File: src/rtl/alu_cmd_sequencer.sv
// Command sequencer in front of the serial-operand ALU: takes one parallel
// command, feeds the ALU byte-serially, assembles and returns the result.
// Ports: clk/rst (sync, active-high); cmd_* valid/ready command input;
// res_* valid/ready result output; alu_* serial ALU interface.
module alu_cmd_sequencer #(
  parameter int TIMEOUT = 64,
  parameter int CNT_W   = 7
) (
  input  logic        clk,
  input  logic        rst,
  input  logic        cmd_valid,
  output logic        cmd_ready,
  input  logic [1:0]  cmd_op,
  input  logic [15:0] cmd_a,
  input  logic [7:0]  cmd_b,
  output logic        res_valid,
  input  logic        res_ready,
  output logic [15:0] res_data,
  output logic        res_err,
  output logic [7:0]  alu_in,
  output logic [1:0]  alu_op,
  output logic        alu_begin,
  input  logic [7:0]  alu_out,
  input  logic        alu_end
);

  typedef enum logic [2:0] {
    S_IDLE,
    S_BEGIN,
    S_OPA,
    S_OPB,
    S_OPC,
    S_WAIT,
    S_CAP2,
    S_DONE
  } state_t;

  localparam logic [1:0] OP_MUL = 2'b10;
  localparam logic [1:0] OP_DIV = 2'b11;
  localparam logic [CNT_W-1:0] CNT_MAX = CNT_W'(TIMEOUT);

  state_t           state;
  logic [15:0]      a_q;
  logic [7:0]       b_q;
  logic [7:0]       byte0;
  logic [CNT_W-1:0] cnt;
  logic             is_div;
  logic             div_bad;

  // alu_op holds the captured op for the whole transaction
  assign is_div = (alu_op == OP_DIV);

  // quotient would not fit in 8 bits
  assign div_bad = (cmd_op == OP_DIV) &&
                   ((cmd_b == 8'h00) || (cmd_a[15:8] >= cmd_b));

  always_ff @(posedge clk) begin
    if (rst) begin
      state     <= S_IDLE;
      cmd_ready <= 1'b1;
      res_valid <= 1'b0;
      res_err   <= 1'b0;
      res_data  <= 16'h0000;
      alu_begin <= 1'b0;
      alu_in    <= 8'h00;
      alu_op    <= 2'b00;
      cnt       <= '0;
      a_q       <= 16'h0000;
      b_q       <= 8'h00;
      byte0     <= 8'h00;
    end else begin
      alu_begin <= 1'b0;
      case (state)
        S_IDLE: begin
          if (cmd_valid) begin
            cmd_ready <= 1'b0;
            a_q       <= cmd_a;
            b_q       <= cmd_b;
            cnt       <= '0;
            if (div_bad) begin
              state     <= S_DONE;
              res_valid <= 1'b1;
              res_err   <= 1'b1;
              res_data  <= 16'h0000;
            end else begin
              state     <= S_BEGIN;
              alu_begin <= 1'b1;
              alu_op    <= cmd_op;
            end
          end
        end
        S_BEGIN: begin
          alu_in <= is_div ? a_q[15:8] : a_q[7:0];
          state  <= S_OPA;
        end
        S_OPA: begin
          alu_in <= is_div ? a_q[7:0] : b_q;
          state  <= S_OPB;
        end
        S_OPB: begin
          if (is_div) begin
            alu_in <= b_q;
            state  <= S_OPC;
          end else begin
            state <= S_WAIT;
          end
        end
        S_OPC: state <= S_WAIT;
        S_WAIT: begin
          // end flag wins over a simultaneous timeout
          if (alu_end) begin
            byte0 <= alu_out;
            if (alu_op == OP_MUL || is_div) begin
              state <= S_CAP2;
            end else begin
              state     <= S_DONE;
              res_valid <= 1'b1;
              res_err   <= 1'b0;
              res_data  <= {8'h00, alu_out};
            end
          end else if (cnt == CNT_MAX) begin
            state     <= S_DONE;
            res_valid <= 1'b1;
            res_err   <= 1'b1;
            res_data  <= 16'h0000;
          end else begin
            cnt <= cnt + 1'b1;
          end
        end
        S_CAP2: begin
          state     <= S_DONE;
          res_valid <= 1'b1;
          res_err   <= 1'b0;
          res_data  <= {byte0, alu_out};
        end
        S_DONE: begin
          if (res_ready) begin
            res_valid <= 1'b0;
            cmd_ready <= 1'b1;
            state     <= S_IDLE;
          end
        end
        default: state <= S_IDLE;
      endcase
    end
  end

endmodule

File: config.mk
export PLATFORM = sky130hd
export DESIGN_NAME = alu_cmd_sequencer
export DESIGN_NICKNAME = d
export VERILOG_FILES = /design/src/rtl/alu_cmd_sequencer.sv
export SDC_FILE = /design/constraint.sdc
export NUM_CORES = 1
export LEC_CHECK = 0
export ABC_AREA = 1
export BUFFER_PORTS_ARGS = -buffer_cell sky130_fd_sc_hd__clkbuf_2
export CAP_MARGIN = 10
export CORE_ASPECT_RATIO = 0.8
export CORE_MARGIN = 2
export CORE_UTILIZATION = 55
export DETAILED_ROUTE_END_ITERATION = 12
export MAX_ROUTING_LAYER = met4
export PLACE_DENSITY = 0.8
export SLEW_MARGIN = 30
export SYNTH_ARGS = -nofsm -noshare
export SYNTH_HDL_FRONTEND = slang
export SYNTH_SLANG_ARGS = --single-unit
File: constraint.sdc
create_clock -name clk -period 2.2 [get_ports clk]
set_input_delay 0.33 -clock clk [delete_from_list [all_inputs] [get_ports clk]]
set_output_delay 0.33 -clock clk [all_outputs]
set_load 0.1 [all_outputs]
==> reports/results.ini <==
[synth]
seq_area_frac_synth=0.410
synthesis.area_um2=3520
synth-seq-cells=72
postSynthCellCount=516
synth.distinct_cells=26
yosysWarnings=0
syn_nets=565
synth.avg_cell_area_um2=6.81

[detailed_routing]
ant_nets=0
wl_um=8180
drt-wirelength-per-cell_um=12.2
vias_per_cell=5.14
remaining_drc_errors=0
firstDrtPassIters=5
vias=3441
drtIter0Drc=208

[clock_network]
clockRootBuffer=clkbuf_8
cts.sink_count=72
htree_levels=3
cts_setup_buffers=0
cts_made_buffers=9
cts_tree=built
path_clk_slew_ns=0.07
cts_resized=0
cts.path.max_buffers=2
cts_hold_buf=0
clkLatencyLatePin_ns=0.34

[timing]
finalWorstSetupSlack_ns=0.253
finalHoldViolCount=0
slew_violations=0
slew_headroom=0.509
fin_crit_sh=0.885
fin_skew_ns=0.00512
timing.hold.ws_ns=0.242
rsz0062_at_grt=false
finalCriticalPeriod_ns=1.95
setup_tns_ns=0
setup_viol=0
worst_pin_slew_ns=0.734
fmax_mhz=514

[floorplanning]
io_pins=69
placementRows=26
start_util=0.560
core-area_um2=6280
dieArea_um2=7050
fp.dieH_um=75.5
die_x_um=93.4

[critical_path]
path_max_fanout=24
crit_chain=inv_2 > nand2_1 > nor2_4 > nand2_4 > inv_4 > nand2_2 > nand2_2 > nor2_4 > buf_4 > nand3b_1 > nand2_1 > nor2_1
cp_data_required_time_ns=2.43
worst_setup_path_start_kind=flop
path_class=reg2reg
cp_slowest_stage_delay_ns=0.43
critical_path_buf_inv_count=3
critPathTopFamily=simple AND/OR/NAND/NOR gates
critPathArrivalTime_ns=2.18
cp-end-kind=flop
slowest_stage=nor2_4
cp-startpoint=state[1]$_SDFFE_PP0P_
r2r-start=state[1]$_SDFFE_PP0P_

[place]
preCtsSetupSlack_ns=0.171
hpwl_um=6050
routabilityCongestion=0.892
port_buffers=68

[global_route]
track_usage=0.255
grt_max_degree=56
grt_remaining_overflow=0
grt_pass1_wl_um=13600
grt_antenna_before_repair=0
grt_pass1_vias=3003

[finish]
mostFrequentLayoutCell=nand2_1
area_delta_synth_final_pct=16.5
drive_above_1_share=0.173
antenna_cells=0
final_cell_mix=140 x nand2_1, 72 x dfxtp_1, 68 x clkbuf_2
nets=632

[pwr]
ir_drop_v=0.000967
power.density_nw_per_um2=1630
total_power_w=0.00667
p_leak_nw=1.91

[worst_hold_path]
min_path_type=in2reg
min_from=cmd_op[1]

[status]
status=finished clean

[run]
maxCapViolCount=0

## per-layer routing
layer / vias up / wire (um) / global-route usage
met5: - / 0 / -
met4: 0 / 69 / 0.0686
met3: 9 / 481 / 0.0593
met2: 75 / 3650 / 0.392
met1: 1545 / 3970 / 0.341
li1: 1812 / - / -
## stage by stage
| stage | util | area (um^2) | instances |
|---|---|---|---|
| after global routing | 0.652 | 4100 | 669 |
| after CTS | 0.652 | 4100 | 669 |
| after global placement | 0.630 | 3960 | 656 |
| after detailed placement | 0.630 | 3960 | 656 |
| final | 0.652 | 4100 | 669 |
| after floorplan | - | 3520 | 516 |
## worst register-to-register path, stage by stage, from the launching register on
cell and delay, ns:
dfxtp_1 0.38, inv_2 0.07, nand2_1 0.12, nor2_4 0.07
nand2_4 0.13, inv_4 0.09, nand2_2 0.07, nand2_2 0.06
nor2_4 0.43, buf_4 0.24, nand3b_1 0.08, nand2_1 0.06
nor2_1 0.04
## cells by family after synthesis
| family | Yosys count | synth area share |
|---|---|---|
| and+or+nand+nor | 228 | 0.272 |
| buffers and inverters | 77 | 0.0875 |
| xor gates and xnor gates | 2 | 0.00498 |
| AOI/OAI and AO/OA | 127 | 0.190 |
| DFF | 72 | 0.410 |
| adders and majority gates | 10 | 0.0356 |
## flip-flops by register name (all words and copies together), names as in the netlist
register,flops
alu_in,8
res_valid,1
byte0,8
cnt,7
res_err,1
state,3
cmd_ready,1
alu_op,2
alu_begin,1
a_q,16
res_data,16
b_q,8
## Yosys cell counts
| cell | count | area, um^2 |
|---|---|---|
| a22oi_1 | 8 | 60.1 |
| buf_6 | 1 | 11.3 |
| nor2_4 | 3 | 33.8 |
| nand3_1 | 14 | 70.1 |
| o21ai_0 | 49 | 245 |
| o21ai_1 | 2 | 10.0 |
| inv_1 | 50 | 188 |
| buf_4 | 1 | 7.51 |
| nor3_1 | 4 | 20.0 |
| nand2_4 | 1 | 11.3 |
| a211oi_1 | 1 | 7.51 |
| nand2_1 | 140 | 526 |
| clkbuf_1 | 14 | 52.6 |
| a21oi_1 | 59 | 295 |
| ha_1 | 10 | 125 |
| nand3b_1 | 8 | 60.1 |
| buf_2 | 4 | 20.0 |
| a31oi_1 | 8 | 50.1 |
| dfxtp_1 | 72 | 1440 |
| nor2_1 | 51 | 191 |
| clkinv_1 | 1 | 3.75 |
| nand4_1 | 3 | 18.8 |
| nand2_2 | 4 | 25.0 |
| inv_2 | 5 | 18.8 |
| inv_4 | 1 | 6.26 |
| xor2_1 | 2 | 17.5 |
## final timing paths
check / end / slack [ns] / cells past startpoint
worst max register to register: res_err$_SDFFE_PP0P_ / 0.25 / 12
worst min register to register: a_q[13]$_SDFFE_PP0P_ / 0.45 / 2
worst min-delay path: alu_op[1]$_SDFFE_PP0P_ / 0.24 / 3
worst max-delay path: res_err$_SDFFE_PP0P_ / 0.25 / 12
## cell type report
class	instances	area [um^2]
clock buffers	11	131
clock inverters	2	10.0
fillers	601	2180
inverters	57	216
multi-input cells	367	1770
flip-flops and latches	72	1440
well taps	84	105
repair buffers	76	425
## power breakdown
part | switching (W) | total (W) | internal, W
combinational | 0.00301 | 0.00384 | 0.000826
sequential | 0.000263 | 0.00200 | 0.00173
clock | 0.000444 | 0.000831 | 0.000387
total | 0.00372 | 0.00667 | 0.00295
No activity file was read; power rests on OpenSTA's default activity.
